$ cat src/rtl/dmem_pkg.sv
// Shared encodings for the wait-state data memory (dmem_wait) and its lane aligner.
package dmem_pkg;

    localparam int unsigned CNT_W = 4;

    localparam logic [1:0] SZ_BYTE = 2'b00;
    localparam logic [1:0] SZ_HALF = 2'b01;
    localparam logic [1:0] SZ_WORD = 2'b10;

    typedef enum logic {
        ST_IDLE = 1'b0,
        ST_BUSY = 1'b1
    } state_e;

    // Reserved size 2'b11 behaves as a word access.
    function automatic logic misaligned(input logic [1:0] size, input logic [1:0] a);
        case (size)
            SZ_BYTE: return 1'b0;
            SZ_HALF: return a[0];
            default: return a != 2'b00;
        endcase
    endfunction

endpackage

$ cat src/rtl/dmem_lane_align.sv
// Combinational byte-lane steering: store lane enables/replicated data and load extract/extend.
module dmem_lane_align
    import dmem_pkg::*;
(
    input  logic [1:0]  size_i,
    input  logic        uns_i,
    input  logic [1:0]  a_i,
    input  logic [31:0] wdata_i,
    input  logic [31:0] rword_i,
    output logic [3:0]  be_o,
    output logic [31:0] wrep_o,
    output logic [31:0] rext_o
);

    logic [7:0]  byte_c;
    logic [15:0] half_c;

    always_comb begin
        byte_c = 8'(rword_i >> {a_i, 3'b000});
        half_c = a_i[1] ? rword_i[31:16] : rword_i[15:0];
        be_o   = 4'b1111;
        wrep_o = wdata_i;
        rext_o = rword_i;
        case (size_i)
            SZ_BYTE: begin
                be_o   = 4'(4'b0001 << a_i);
                wrep_o = {4{wdata_i[7:0]}};
                rext_o = uns_i ? {24'h0, byte_c} : {{24{byte_c[7]}}, byte_c};
            end
            SZ_HALF: begin
                be_o   = a_i[1] ? 4'b1100 : 4'b0011;
                wrep_o = {2{wdata_i[15:0]}};
                rext_o = uns_i ? {16'h0, half_c} : {{16{half_c[15]}}, half_c};
            end
            default: ;
        endcase
    end

endmodule

$ cat src/rtl/dmem_wait.sv
// Data memory with configurable depth and wait states, sized loads/stores and a busy stall handshake.
// Optional misaligned-access trap enabled by defining DMEM_MISALIGN_TRAP_EN.
module dmem_wait
    import dmem_pkg::*;
#(
    parameter int unsigned DEPTH_LOG2 = 6,
    parameter int unsigned WAIT       = 1
) (
    input  logic        clk,
    input  logic        reset,
    input  logic        req,
    input  logic        we,
    input  logic [1:0]  size,
    input  logic        uns,
    input  logic [31:0] addr,
    input  logic [31:0] wdata,
    output logic [31:0] rdata,
    output logic        busy,
    output logic        done,
    output logic        misalign
);

    localparam int unsigned DEPTH = 1 << DEPTH_LOG2;

    state_e                  state_q;
    logic [CNT_W-1:0]        cnt_q;
    logic                    we_q;
    logic [1:0]              size_q;
    logic                    uns_q;
    logic [DEPTH_LOG2+1:0]   addr_q;
    logic [31:0]             wdata_q;
    logic [31:0]             rdata_q;
    logic                    done_q;
    logic                    mis_q;
    logic [31:0]             mem_q [DEPTH];

    logic [DEPTH_LOG2-1:0]   idx_c;
    logic [31:0]             rword_c;
    logic [3:0]              be_c;
    logic [31:0]             wrep_c;
    logic [31:0]             rext_c;
    logic [31:0]             merged_c;
    logic                    access_c;
    logic                    bad_c;
    logic                    wr_en_c;
    logic                    unused_addr_c;

    // Upper address bits alias modulo depth.
    assign unused_addr_c = ^addr[31:DEPTH_LOG2+2];

    assign idx_c   = addr_q[DEPTH_LOG2+1:2];
    assign rword_c = mem_q[idx_c];

    dmem_lane_align u_align (
        .size_i  (size_q),
        .uns_i   (uns_q),
        .a_i     (addr_q[1:0]),
        .wdata_i (wdata_q),
        .rword_i (rword_c),
        .be_o    (be_c),
        .wrep_o  (wrep_c),
        .rext_o  (rext_c)
    );

`ifdef DMEM_MISALIGN_TRAP_EN
    assign bad_c = misaligned(size_q, addr_q[1:0]);
`else
    assign bad_c = 1'b0;
`endif

    assign access_c = (state_q == ST_BUSY) && (cnt_q == '0);
    assign wr_en_c  = access_c && we_q && !bad_c && !reset;

    always_comb begin
        merged_c = rword_c;
        for (int l = 0; l < 4; l++) begin
            if (be_c[l]) merged_c[8*l +: 8] = wrep_c[8*l +: 8];
        end
    end

    // Contents are deliberately left uninitialised across reset.
    always_ff @(posedge clk) begin
        if (wr_en_c) mem_q[idx_c] <= merged_c;
    end

    always_ff @(posedge clk) begin
        if (reset) begin
            state_q <= ST_IDLE;
            cnt_q   <= '0;
            we_q    <= 1'b0;
            size_q  <= SZ_BYTE;
            uns_q   <= 1'b0;
            addr_q  <= '0;
            wdata_q <= '0;
            rdata_q <= '0;
            done_q  <= 1'b0;
            mis_q   <= 1'b0;
        end else begin
            done_q <= 1'b0;
            mis_q  <= 1'b0;
            case (state_q)
                ST_IDLE: begin
                    // The done cycle belongs to the request just completed.
                    if (req && !done_q) begin
                        we_q    <= we;
                        size_q  <= size;
                        uns_q   <= uns;
                        addr_q  <= addr[DEPTH_LOG2+1:0];
                        wdata_q <= wdata;
                        cnt_q   <= CNT_W'(WAIT);
                        state_q <= ST_BUSY;
                    end
                end
                ST_BUSY: begin
                    if (cnt_q != '0) begin
                        cnt_q <= cnt_q - CNT_W'(1);
                    end else begin
                        state_q <= ST_IDLE;
                        done_q  <= 1'b1;
                        mis_q   <= bad_c;
                        if (bad_c)      rdata_q <= '0;
                        else if (!we_q) rdata_q <= rext_c;
                    end
                end
                default: state_q <= ST_IDLE;
            endcase
        end
    end

    assign busy     = ((state_q == ST_IDLE) && req && !done_q) || (state_q == ST_BUSY);
    assign rdata    = rdata_q;
    assign done     = done_q;
    assign misalign = mis_q;

endmodule

$ cat config.mk
export PLATFORM = sky130hd
export DESIGN_NAME = dmem_wait
export DESIGN_NICKNAME = d
export VERILOG_FILES = /design/src/rtl/dmem_pkg.sv /design/src/rtl/dmem_lane_align.sv /design/src/rtl/dmem_wait.sv
export SDC_FILE = /design/constraint.sdc
export NUM_CORES = 2
export LEC_CHECK = 0
export CAP_MARGIN = 40
export CORE_MARGIN = 4
export CORE_UTILIZATION = 50
export DETAILED_ROUTE_END_ITERATION = 16
export PLACE_DENSITY = 0.66
export SLEW_MARGIN = 15
export SYNTH_ARGS = -nofsm -noshare
export SYNTH_HDL_FRONTEND = slang
export SYNTH_HIERARCHICAL = 1
export SYNTH_SLANG_ARGS = --single-unit
export TNS_END_PERCENT = 100
$ cat constraint.sdc
create_clock -name clk -period 9.3 [get_ports clk]
set_input_delay 2.79 -clock clk [delete_from_list [all_inputs] [get_ports clk]]
set_output_delay 2.79 -clock clk [all_outputs]
set_load 0.01 [all_outputs]
# Yosys cells after proc, flatten, opt, wreduce, memory -nomap -nowiden
# Memory sizes are Yosys's and may differ from the RTL's. A register that Yosys moved wholly into a read port is not among the register bits.
# Cells that the tools add are included.
# word_totals
register_bits	82
ramBits	2048
inputBits	71
output_inout_bits	35
elab_cells	57
memories	1
# op_classes
n_addsub	1
eq_ne	3
shift	2
n_mux	22
n_bitwise	3
n_reduce_logical	16
# mem_list
name	depth	width	rd	rd_clocked_by_memory_dff	write_ports	line_no	rtl
mem_q	64	32	1	1	1	dmem_wait.sv:35	logic [31:0] mem_q [DEPTH];
# ops
operator	n
one-hot mux 32 bit (2 select lines)	2
two-way mux 32 bit	2
two-way mux 8 bit	4
right shift 32 x 5 -> 8 bit	1
two-way mux 16 bit	1
one-hot mux 4 bit (2 select lines)	2
two-way mux 4 bit	3
two-way mux 6 bit	2
logical AND 1 bit	6
two-way mux 1 bit	5
logical NOT 4 bit	1
AND reduction 2 bit	2
nonzero test 4 bit	1
left shift 1 x 2 -> 4 bit, first input constant	1
subtractor 4 x 1 -> 4 bit, second input constant	1
NOT 1 bit	3
AND reduction 3 bit	1
equality test 2 x 1 -> 1 bit, second input constant	1
logical NOT 1 bit	2
logical NOT 2 bit	1
!= test 2 x 1 -> 1 bit, second input constant	1
!= test 2 bit, second input constant	1
one-hot mux 1 bit (2 select lines)	1
OR reduction 2 bit	1
logical OR 1 bit	1

# Logic depth before layout (Yosys ltp)
# logic_depth
word_depth	6
ltp_mapped	17
mapped_depth_nobuf	10

# By module
# The synthesis kept the hierarchy.
# by_module_without_submodules
module	n_inst	cells_per_inst	area_per_inst_um2
dmem_wait	1	3968	82077.5
dmem_lane_align	1	188	1258.7

# Least setup slack after synthesis
# OpenSTA, ideal clock, no wires.
# synth_timing
path_type	input to output
startpoint	input req
endpoint	output busy
t_arrival_ns	2.997
t_required_ns	6.510
slack_ns	3.513
stages	2
path_buffers	0
cell_sequence	nand2b_1 nand2_1
# synth_between
elab_chain_len	3
# synth_lines
element	line_no	rtl
start: declaration	dmem_wait.sv:11	input logic req,
logical AND 1 bit (2 in series)	dmem_wait.sv:130	assign busy = ((state_q == ST_IDLE) && req && !done_q) || (state_q == ST_BUSY);
logical OR 1 bit	dmem_wait.sv:130	
end: declaration	dmem_wait.sv:18	output logic busy,
# Every way passes these cells.

# Worst setup path in the final report
# Ends and elaborated chain as after synthesis.

==> out/metrics.csv <==
stage;metric;value;unit
die;top_level_ports;106;
cts;clkLatencyLatePin;0.82;ns
yosys;async_flop_share;0;%
yosys;ys_ff_latch;2136;
yosys;synthCells;4156;
die;start_util;50.4;%
drt;firstDrtPassIters;5;
drt;vias;41700;
yosys;synth_enable_flop_cells;2048;
cts;htreeDepth;4;
global_routing;grt_usage;24.1;%
cts;cts_sinks;2136;
sta;setup_viol;0;
critical_path;worstSetupPathType;in -> out;
global_routing;grt-ovfl-total;0;
sta;finalCritPeriodShare;73.8;%
layout;area_growth;14.4;%
cts;cts_tree;built;
critical_path;crit_fanout;4;
yosys;yosys_warnings;6;
critical_path;crit_required;6.51;ns
sta;slew_headroom;33.8;%
die;core-area;0.165;mm²
layout;final_core_util;57.7;%
drt;viasPerCell;6.16;
sta;clock_skew;0.0288;ns
status;outcome;complete, no violations;
power;pwr_density_cell;228;mW/mm²
global_routing;grt_pass1_vias;41500;
drt;wl;209000;µm
die;die_w;416;µm
yosys;synth-seq-area-share;75.9;%
power;ir_drop;0.221;mV
global_routing;antenna_found_initial;2;
die;num_rows;149;
yosys;ys_types;48;
critical_path;endpoint_kind;output pin;
drt;routedWlPerCell;30.8;µm
drt;drt-initial-drc-count;4606;
placement;place_hpwl;121000;µm
placement;io_buffers;80;
die;die_h;416;µm
cts;cts_hold_buf;0;
cts;ctsLongestPathBuffers;3;
placement;globalplace.congestion;0.905;
layout;fin_nets;4479;
critical_path;cp-start-kind;input pin;
layout;final_common_cell;edfxtp_1;
sta;period_needed;6.86;ns
sta;maxSlewViolCount;0;
worst_hold_path;hp-class;reg -> reg;
sta;setup_tns;0;ns
sta;worst_pin_slew;0.993;ns
yosys;syn_area_per_cell;20.1;µm²
drt;ant_nets;0;
sta;hold_viol_final;0;
yosys;synthesis.area;0.0833;mm²
global_routing;grt_max_degree;96;
yosys;syn-num-nets;4228;
cts;cts-resized-gates;0;
critical_path;cp.arrival;4.07;ns
yosys;yosys_most_used_dff;edfxtp_1;
cts;path_clk_slew;0.06;ns
cts;postCtsSetupBuffers;0;
power;power.leakage;29.4;nW
cts;cts_root_buffer;clkbuf_16;
sta;fmax;0.146;GHz
layout;drive_gt1_share;24.7;%
sta;rsz0062_at_grt;false;
placement;pre_cts_slack;2.43;ns
sta;setup_slack;2.44;ns
global_routing;grt_pass1_wl;300000;µm
cts;cts_inserted_buffers;202;
drt;drc;0;
die;die_area;0.173;mm²
layout;final_cell_mix;2048 x edfxtp_1, 448 x mux4_2, 312 x mux2i_1;
flow_run;drv_cap;0;
## worst max-delay path, cell delays in order
cell and delay (ns):
clkdlybuf4s50_1 0.46, nand2b_1 0.13, nand2_1 0.14, clkdlybuf4s50_1 0.55
## cell usage after synthesis (9+ instances only)
| cell | count | area (µm²) |
|---|---|---|
| and2_1 | 26 | 163 |
| mux4_2 | 448 | 10100 |
| o22ai_1 | 41 | 257 |
| buf_6 | 13 | 146 |
| a21oi_1 | 112 | 561 |
| and3_1 | 43 | 269 |
| a221oi_1 | 17 | 149 |
| a22oi_1 | 87 | 653 |
| mux2_2 | 41 | 462 |
| o21ai_0 | 11 | 55.1 |
| buf_2 | 75 | 375 |
| o31ai_1 | 32 | 240 |
| nand2_1 | 293 | 1100 |
| edfxtp_1 | 2048 | 61500 |
| nor4_1 | 32 | 200 |
| buf_4 | 46 | 345 |
| nor3_1 | 9 | 45.0 |
| dfxtp_1 | 88 | 1760 |
| nor2_1 | 145 | 544 |
| nand3_1 | 19 | 95.1 |
| mux2i_1 | 312 | 3120 |
| buf_1 | 33 | 124 |
| clkbuf_1 | 90 | 338 |
| nor2b_1 | 29 | 181 |
## path summary, 6_finish.rpt
kind,start,to,slack (ns),cells after the start
worst max register to register,register,rdata[3]$_SDFFE_PP0P_,3.72,14
worst max-delay path,req,busy,2.44,4
worst min register to register,rdata[22]$_SDFFE_PP0P_,rdata[22]$_SDFFE_PP0P_,0.45,2
worst min-delay path,rdata[22]$_SDFFE_PP0P_,rdata[22]$_SDFFE_PP0P_,0.45,2
## sequential cells by signal (all words and copies together), names as in the netlist, named ones only
signal	flops
addr_q	8
cnt_q	4
done	1
mem_q	2048
rdata	32
size_q	2
state_q	1
uns_q	1
wdata_q	32
we_q	1
## kinds of logic after synthesis
group                      synth area share [%]
and+or+nand+nor                            3.34
AOI/OAI and AO/OA                          2.67
muxes                                      16.4
other                                   0.00450
adders and majority gates                0.0150
DFF                                        75.9
buffers and inverters                      1.62
## stage by stage
step | hold slack (ns) | total power (W) | std cells | cell area [µm²]
2_1_floorplan | 0.433 | 0.0127 | 4156 | 83300
3_3_place_gp | 0.448 | 0.0135 | 6337 | 87900
3_5_place_dp | 0.448 | 0.0136 | 6381 | 88500
4_1_cts | 0.456 | 0.0219 | 6759 | 95200
5_1_grt | 0.478 | 0.0224 | 6770 | 95300
6_report | 0.454 | 0.0218 | 6772 | 95300
## final cells by class
class	instances	area [µm²]
sequential	2136	63300
clock buffer	261	5520
fill	11900	70000
timing repair buffer	304	2880
inverter	6	22.5
tap	2189	2740
clock inverter	117	1200
antenna	2	5.00
multi-input combinational	1757	19700
## report_power, final
group | internal [W] | leakage, nW | switching [W]
Sequential | 0.0111 | 19.3 | 0.0000611
Combinational | 0.000710 | 6.79 | 0.00152
Clock | 0.00484 | 3.29 | 0.00349
Total | 0.0167 | 29.4 | 0.00507
## routing by layer
layer / part of all wire (%) / track usage, %
met5: 0 / 0
met4: 3.9 / 8.99
met3: 7.0 / 3.49
met2: 49 / 38.7
met1: 40 / 33.9
(Power assumes the default switching activity.)
